### src/rtl/id_ex_stage.sv
// ID/EX pipeline register with load-use hazard detection,
// bubble insertion, flush and a saturating stall counter.
module id_ex_stage #(
  parameter int DATA_W = 32,
  parameter int CNT_W  = 16
) (
  input  logic              clk_i,
  input  logic              rst_n,
  input  logic [31:0]       instr_i,
  input  logic [DATA_W-1:0] pc_plus4_i,
  input  logic [DATA_W-1:0] read_data_1_i,
  input  logic [DATA_W-1:0] read_data_2_i,
  input  logic [DATA_W-1:0] sign_ext_i,
  input  logic              use_rt_i,
  input  logic              RegWrite_i,
  input  logic              MemRead_i,
  input  logic              MemWrite_i,
  input  logic              Branch_i,
  input  logic              BranchType_i,
  input  logic              Jump_i,
  input  logic              ALUSrc_i,
  input  logic [1:0]        RegDst_i,
  input  logic [1:0]        MemtoReg_i,
  input  logic [2:0]        ALUOp_i,
  input  logic              flush_i,
  output logic [31:0]       instr_o,
  output logic [DATA_W-1:0] pc_plus4_o,
  output logic [DATA_W-1:0] read_data_1_o,
  output logic [DATA_W-1:0] read_data_2_o,
  output logic [DATA_W-1:0] sign_ext_o,
  output logic              RegWrite_o,
  output logic              MemRead_o,
  output logic              MemWrite_o,
  output logic              Branch_o,
  output logic              BranchType_o,
  output logic              Jump_o,
  output logic              ALUSrc_o,
  output logic [1:0]        RegDst_o,
  output logic [1:0]        MemtoReg_o,
  output logic [2:0]        ALUOp_o,
  output logic              valid_o,
  output logic              stall_o,
  output logic [CNT_W-1:0]  stall_cnt_o
);

  typedef struct packed {
    logic [31:0]       instr;
    logic [DATA_W-1:0] pc4;
    logic [DATA_W-1:0] rd1;
    logic [DATA_W-1:0] rd2;
    logic [DATA_W-1:0] se;
    logic              rw;
    logic              mr;
    logic              mw;
    logic              br;
    logic              bt;
    logic              jmp;
    logic              asrc;
    logic [1:0]        rdst;
    logic [1:0]        m2r;
    logic [2:0]        aluop;
    logic              valid;
  } ex_t;

  ex_t              ex_d, ex_q, id_w;
  logic [CNT_W-1:0] cnt_d, cnt_q;
  logic [4:0]       ld_rt;
  logic             src_hit;
  logic             hz;

  assign id_w = '{
    instr: instr_i,
    pc4:   pc_plus4_i,
    rd1:   read_data_1_i,
    rd2:   read_data_2_i,
    se:    sign_ext_i,
    rw:    RegWrite_i,
    mr:    MemRead_i,
    mw:    MemWrite_i,
    br:    Branch_i,
    bt:    BranchType_i,
    jmp:   Jump_i,
    asrc:  ALUSrc_i,
    rdst:  RegDst_i,
    m2r:   MemtoReg_i,
    aluop: ALUOp_i,
    valid: 1'b1
  };

  // A load in EX writes its rt; $0 is never a real destination.
  assign ld_rt   = ex_q.instr[20:16];
  assign src_hit = (instr_i[25:21] == ld_rt)
                 | (use_rt_i & (instr_i[20:16] == ld_rt));
  assign hz      = ex_q.valid & ex_q.mr & (ld_rt != 5'd0) & src_hit;
  assign stall_o = hz & ~flush_i;

  always_comb begin
    ex_d  = id_w;
    cnt_d = cnt_q;
    unique case (1'b1)
      flush_i: ex_d = '0;
      stall_o: begin
        ex_d = '0;
        if (cnt_q != '1) cnt_d = cnt_q + CNT_W'(1);
      end
      default: ;
    endcase
  end

  always_ff @(posedge clk_i or negedge rst_n) begin
    if (!rst_n) begin
      ex_q  <= '0;
      cnt_q <= '0;
    end else begin
      ex_q  <= ex_d;
      cnt_q <= cnt_d;
    end
  end

  assign instr_o       = ex_q.instr;
  assign pc_plus4_o    = ex_q.pc4;
  assign read_data_1_o = ex_q.rd1;
  assign read_data_2_o = ex_q.rd2;
  assign sign_ext_o    = ex_q.se;
  assign RegWrite_o    = ex_q.rw;
  assign MemRead_o     = ex_q.mr;
  assign MemWrite_o    = ex_q.mw;
  assign Branch_o      = ex_q.br;
  assign BranchType_o  = ex_q.bt;
  assign Jump_o        = ex_q.jmp;
  assign ALUSrc_o      = ex_q.asrc;
  assign RegDst_o      = ex_q.rdst;
  assign MemtoReg_o    = ex_q.m2r;
  assign ALUOp_o       = ex_q.aluop;
  assign valid_o       = ex_q.valid;
  assign stall_cnt_o   = cnt_q;

endmodule

### config.mk
export PLATFORM = sky130hd
export DESIGN_NAME = id_ex_stage
export DESIGN_NICKNAME = d
export VERILOG_FILES = /design/src/rtl/id_ex_stage.sv
export SDC_FILE = /design/constraint.sdc
export NUM_CORES = 1
export LEC_CHECK = 0
export CORE_MARGIN = 5
export CORE_UTILIZATION = 34
export CTS_CLUSTER_SIZE = 30
export DETAILED_ROUTE_END_ITERATION = 8
export GPL_TIMING_DRIVEN = 1
export PLACE_DENSITY = 0.73
export SYNTH_ARGS = -nofsm -noshare
export SYNTH_HDL_FRONTEND = slang
export SYNTH_SLANG_ARGS = --single-unit
### constraint.sdc
create_clock -name clk_i -period 2.1 [get_ports clk_i]
set_input_delay 0.42 -clock clk_i [delete_from_list [all_inputs] [get_ports clk_i]]
set_output_delay 0.42 -clock clk_i [all_outputs]
set_load 0.1 [all_outputs]
* Word-level counts from Yosys, hierarchy flattened
Index checks and enable logic that the tools add are counted.
** Word-level totals
- Bits of input ports :: 178
- Register bits :: 191
** Operators by class
- Reductions and logical operators :: 3
- Equality and inequality tests :: 3
- $add $sub $neg :: 1
- Bitwise gates (word level) :: 7
- Multiplexer cells :: 1
** Operators with widths (count)
- $mux W175 :: 1
- $add A16 B1 Y16 const B :: 1
- $ne A16 B16 Y1 const B :: 1
- $eq A5 B5 Y1 :: 2
- $and A1 B1 Y1 :: 5
- $reduce_bool A5 Y1 :: 1
- $reduce_and A2 Y1 :: 1
- $reduce_or A2 Y1 :: 1
- $not A1 Y1 :: 1
- $or A1 B1 Y1 :: 1

* Logic depth before layout (Yosys ltp)
- Word-level depth :: 7
- Mapped depth :: 7

* Worst setup path after synthesis
No wires, ideal clock.
- Path type :: register to output
- Start point :: register ex_q, in the netlist instr_o[19]
- End point :: output stall_o
- Cell stages (with the launch flop) :: 6
- Setup slack :: -1473 ps
- Arrival :: 3153 ps
- Path buffers :: 1
- Cells stage by stage :: dfrtp_1 -> xor2_1 -> nor4_2 -> a32oi_2 -> buf_2 -> nor2_1
** On the way
- Word-level cells in the longest chain between the ends :: 5
- Elaborated cells on any way between the ends :: 8
- Those cells by class :: 2 x eq/ne; 5 x bitwise; 1 x reduce/logical
** RTL lines
- start, declared :: RTL line 65 : ex_t ex_d, ex_q, id_w;
- start signal, assigned :: RTL line 112 : ex_q <= '0;
- start signal, assigned :: RTL line 115 : ex_q <= ex_d;
- $eq A5 B5 Y1 :: RTL line 93 : | (use_rt_i & (instr_i[20:16] == ld_rt));
- $and A1 B1 Y1 :: RTL line 93
- $or A1 B1 Y1 :: RTL line 93
- $and A1 B1 Y1 * :: RTL line 94 : assign hz = ex_q.valid & ex_q.mr & (ld_rt != 5'd0) & src_hit;
- $and A1 B1 Y1 * :: RTL line 95 : assign stall_o = hz & ~flush_i;
- end, declared :: RTL line 42 : output logic stall_o,
Mark *: on every way between the ends. The rest lies on a longest branch, timed or not.

* Worst setup path after layout
- Start point :: register ex_q, in the netlist instr_o[16]
- End point :: output stall_o
Same word-level chain as after synthesis.

==> metrics.yaml <==
status:
  status: "complete, but fails checks"
  violations: "setup timing"
routing:
  via_per_inst: 4.41
  wl_per_cell_um: 20.7
  routed_wl_um: 24100
  ant_nets: 0
  first_iter_violations: 154
  route.detailed.drc: 0
  vias: 5148
  first_pass_iters: 5
synthesis:
  netlist_area_mm2: 0.00654
  ys.flop_type: "dfrtp_1"
  synthArstFlopShare: 1.00
  synth_seq_area_share: 0.731
  yosysWarningCount: 0
  syn_avg_cell_area_um2: 14.0
  synth_edf_count: 0
  synth_seq_cells: 191
  syn_nets: 647
  synth.distinct_cells: 30
  synthCells: 468
placed_design:
  portBuffers: 369
  gp_congestion: 0.794
  place_ws_ps: -408
  dpl.hpwl_um: 15100
grt:
  grt_overflow: 0
  grt_pass1_wl_um: 30300
  grt_max_degree: 76
  grt_pass1_vias: 5022
  grtUsageTotal: 0.181
  antenna_found_initial: 5
worst_setup_path:
  worstReg2RegStart: "instr_o[16]"
  startpoint_type: "flip-flop"
  setup.worst_path.start: "instr_o[16]"
  critical_path_class: "flip-flop to output port"
  cp_max_fo: 4
  cp-end-kind: "output port"
  cp.required_ps: 1680
  cp.arrival_ps: 2020
pwr:
  ir_drop_v: 0.000545
  leakagePower_nw: 5.66
  p_total_w: 0.00966
  power_density_mw_per_mm2: 823
timing:
  fmax_mhz: 409
  hold_violations: 0
  slew_violations: 0
  setup_viol: 184
  fin_tns_setup_ps: -29380
  final.min_clock_period_ps: 2440
  final.setup_skew_ps: 20.3
  finalCritPeriodShare: 1.16
  layout_setup_ws_ps: -342
  rsz0062_at_grt: "yes"
  worstMarginPinSlew_ps: 553
  maxSlewHeadroom: 0.631
clock_tree:
  cts_tree: "yes"
  clkSinkCount: 191
  cts_root_buf: "clkbuf_16"
  worstSkewPairLatency_ps: 440
  cts_max_level: 4
  cts.clk_slew.worst_paths_ps: 70
  cts_buffer_depth: 2
  cts_inserted_buffers: 17
job:
  max_cap_violations: 0
floorplanning:
  die_area_mm2: 0.0221
  num_rows: 50
  initial_core_util: 0.347
  die_w_um: 149
  die_h_um: 149
  fp.coreArea_mm2: 0.0188
  io_pins: 370
final_layout:
  syn_to_final_growth_pct: 79.4
  drive_gt1_frac: 0.369
  final_util: 0.623
  layout.nets: 1072
min_path:
  hp-class: "flip-flop to flip-flop"
  worstHoldStart: "stall_cnt_o[6]"
==> power by group <==
part,switching [W],total (W),internal (W)
clock network,0.00153,0.00319,0.00165
logic,0.00178,0.00255,0.000770
registers,0.0000642,0.00392,0.00386
total,0.00338,0.00966,0.00628
==> Yosys cell counts (all sizes together) (2+ instances only) <==
| library cell | count | share of area |
|---|---|---|
| buf | 4 | 0.0031 |
| or4 | 2 | 0.0029 |
| clkbuf | 17 | 0.0098 |
| nand3 | 5 | 0.0038 |
| mux2 | 3 | 0.0052 |
| dfrtp | 191 | 0.73 |
| and3 | 2 | 0.0019 |
| and2 | 174 | 0.17 |
| xor2 | 21 | 0.028 |
| nand2 | 9 | 0.0052 |
| nor2 | 5 | 0.0033 |
| nor4 | 6 | 0.0067 |
| nor4b | 4 | 0.0054 |
| nor3 | 9 | 0.0069 |
| nand4 | 4 | 0.0038 |
==> worst max-delay path: stages (launching register included) <==
cell     delay [ps]
dfrtp_4         510
xor2_1          160
nor4_2          300
a32oi_2         170
buf_4           170
nor2_4          110
buf_12          180
==> logic make-up (layout without fill, tap and decap cells) <==
logic type	count (synthesis)	in the layout	synth area share
AND/OR/NAND/NOR	223	223	0.210
other	0	1	0
XOR/XNOR	22	22	0.0295
adder cells (fa/ha/maj)	1	1	0.00191
AO/OA/AOI/OAI	6	10	0.00862
buffers and inverters	22	456	0.0134
flip-flops	191	191	0.731
multiplexers	3	3	0.00517
==> final cells by class <==
| class | instances | area (um^2) |
|---|---|---|
| clock inverter | 13 | 148 |
| fill | 1488 | 7100 |
| inverter | 1 | 3.75 |
| timing repair buffer | 423 | 4040 |
| sequential | 191 | 4820 |
| antenna | 1 | 2.50 |
| tap | 260 | 325 |
| clock buffer | 19 | 453 |
| multi-input combinational | 259 | 1940 |
==> cell usage in the layout, fill, tap and decap left out, types with 5 or more instances in the layout <==
| cell | instances |
|---|---|
| dfrtp_1 | 172 |
| o31a_4 | 5 |
| nand2_1 | 8 |
| buf_4 | 211 |
| buf_12 | 8 |
| xor2_1 | 21 |
| buf_8 | 5 |
| dfrtp_2 | 14 |
| clkdlybuf4s50_1 | 176 |
| and2_4 | 5 |
| dfrtp_4 | 5 |
| and2_1 | 169 |
| clkbuf_16 | 27 |
| buf_6 | 7 |
==> per-stage QoR <==
| stage | instance area, um^2 | hold WS [ps] | std cells |
|---|---|---|---|
| 3_5_place_dp | 10300 | 444 | 1101 |
| 2_1_floorplan | 6770 | 124 | 468 |
| 4_1_cts | 11100 | 500 | 1139 |
| 6_report | 11700 | 499 | 1167 |
| 5_1_grt | 11700 | 522 | 1167 |
| 3_3_place_gp | 10300 | 442 | 1101 |
==> worst paths after layout <==
| path | to | cells after the start | slack (ps) |
|---|---|---|---|
| hold reg to reg | stall_cnt_o[6] | 1 | 500 |
| max in group asynchronous | MemRead_o | 3 | 960 |
| hold / removal | stall_cnt_o[6] | 1 | 500 |
| setup reg to reg | pc_plus4_o[1] | 9 | -310 |
| setup / recovery | stall_o | 6 | -340 |
| min in group asynchronous | read_data_1_o[30] | 2 | 540 |
==> routing by layer <==
metal  vias up  global-route usage  routed length [um]
li1       2356                   -                   -
met1      2522               0.203                9080
met2       243               0.326               12600
met3        23              0.0683                2100
met4         4              0.0443                 272
met5         -                   0                  21
==> sequential cells by signal, summed over array words and instances, names as in the netlist <==
signal         cells
ALUOp_o            3
ALUSrc_o           1
BranchType_o       1
Branch_o           1
Jump_o             1
MemRead_o          1
MemWrite_o         1
MemtoReg_o         2
RegDst_o           2
RegWrite_o         1
instr_o           32
pc_plus4_o        32
read_data_1_o     32
read_data_2_o     32
sign_ext_o        32
stall_cnt_o       16
valid_o            1
==> repair_timing <==
item	4_1_cts	5_1_grt
hold buffers	1	0
endpoints found under the setup margin	4	186
setup buffers	2	3
hold endpoints to repair	14	0
pin swaps	5	14
resized for setup	18	37
cloned	3	25
(Power assumes the default switching activity.)
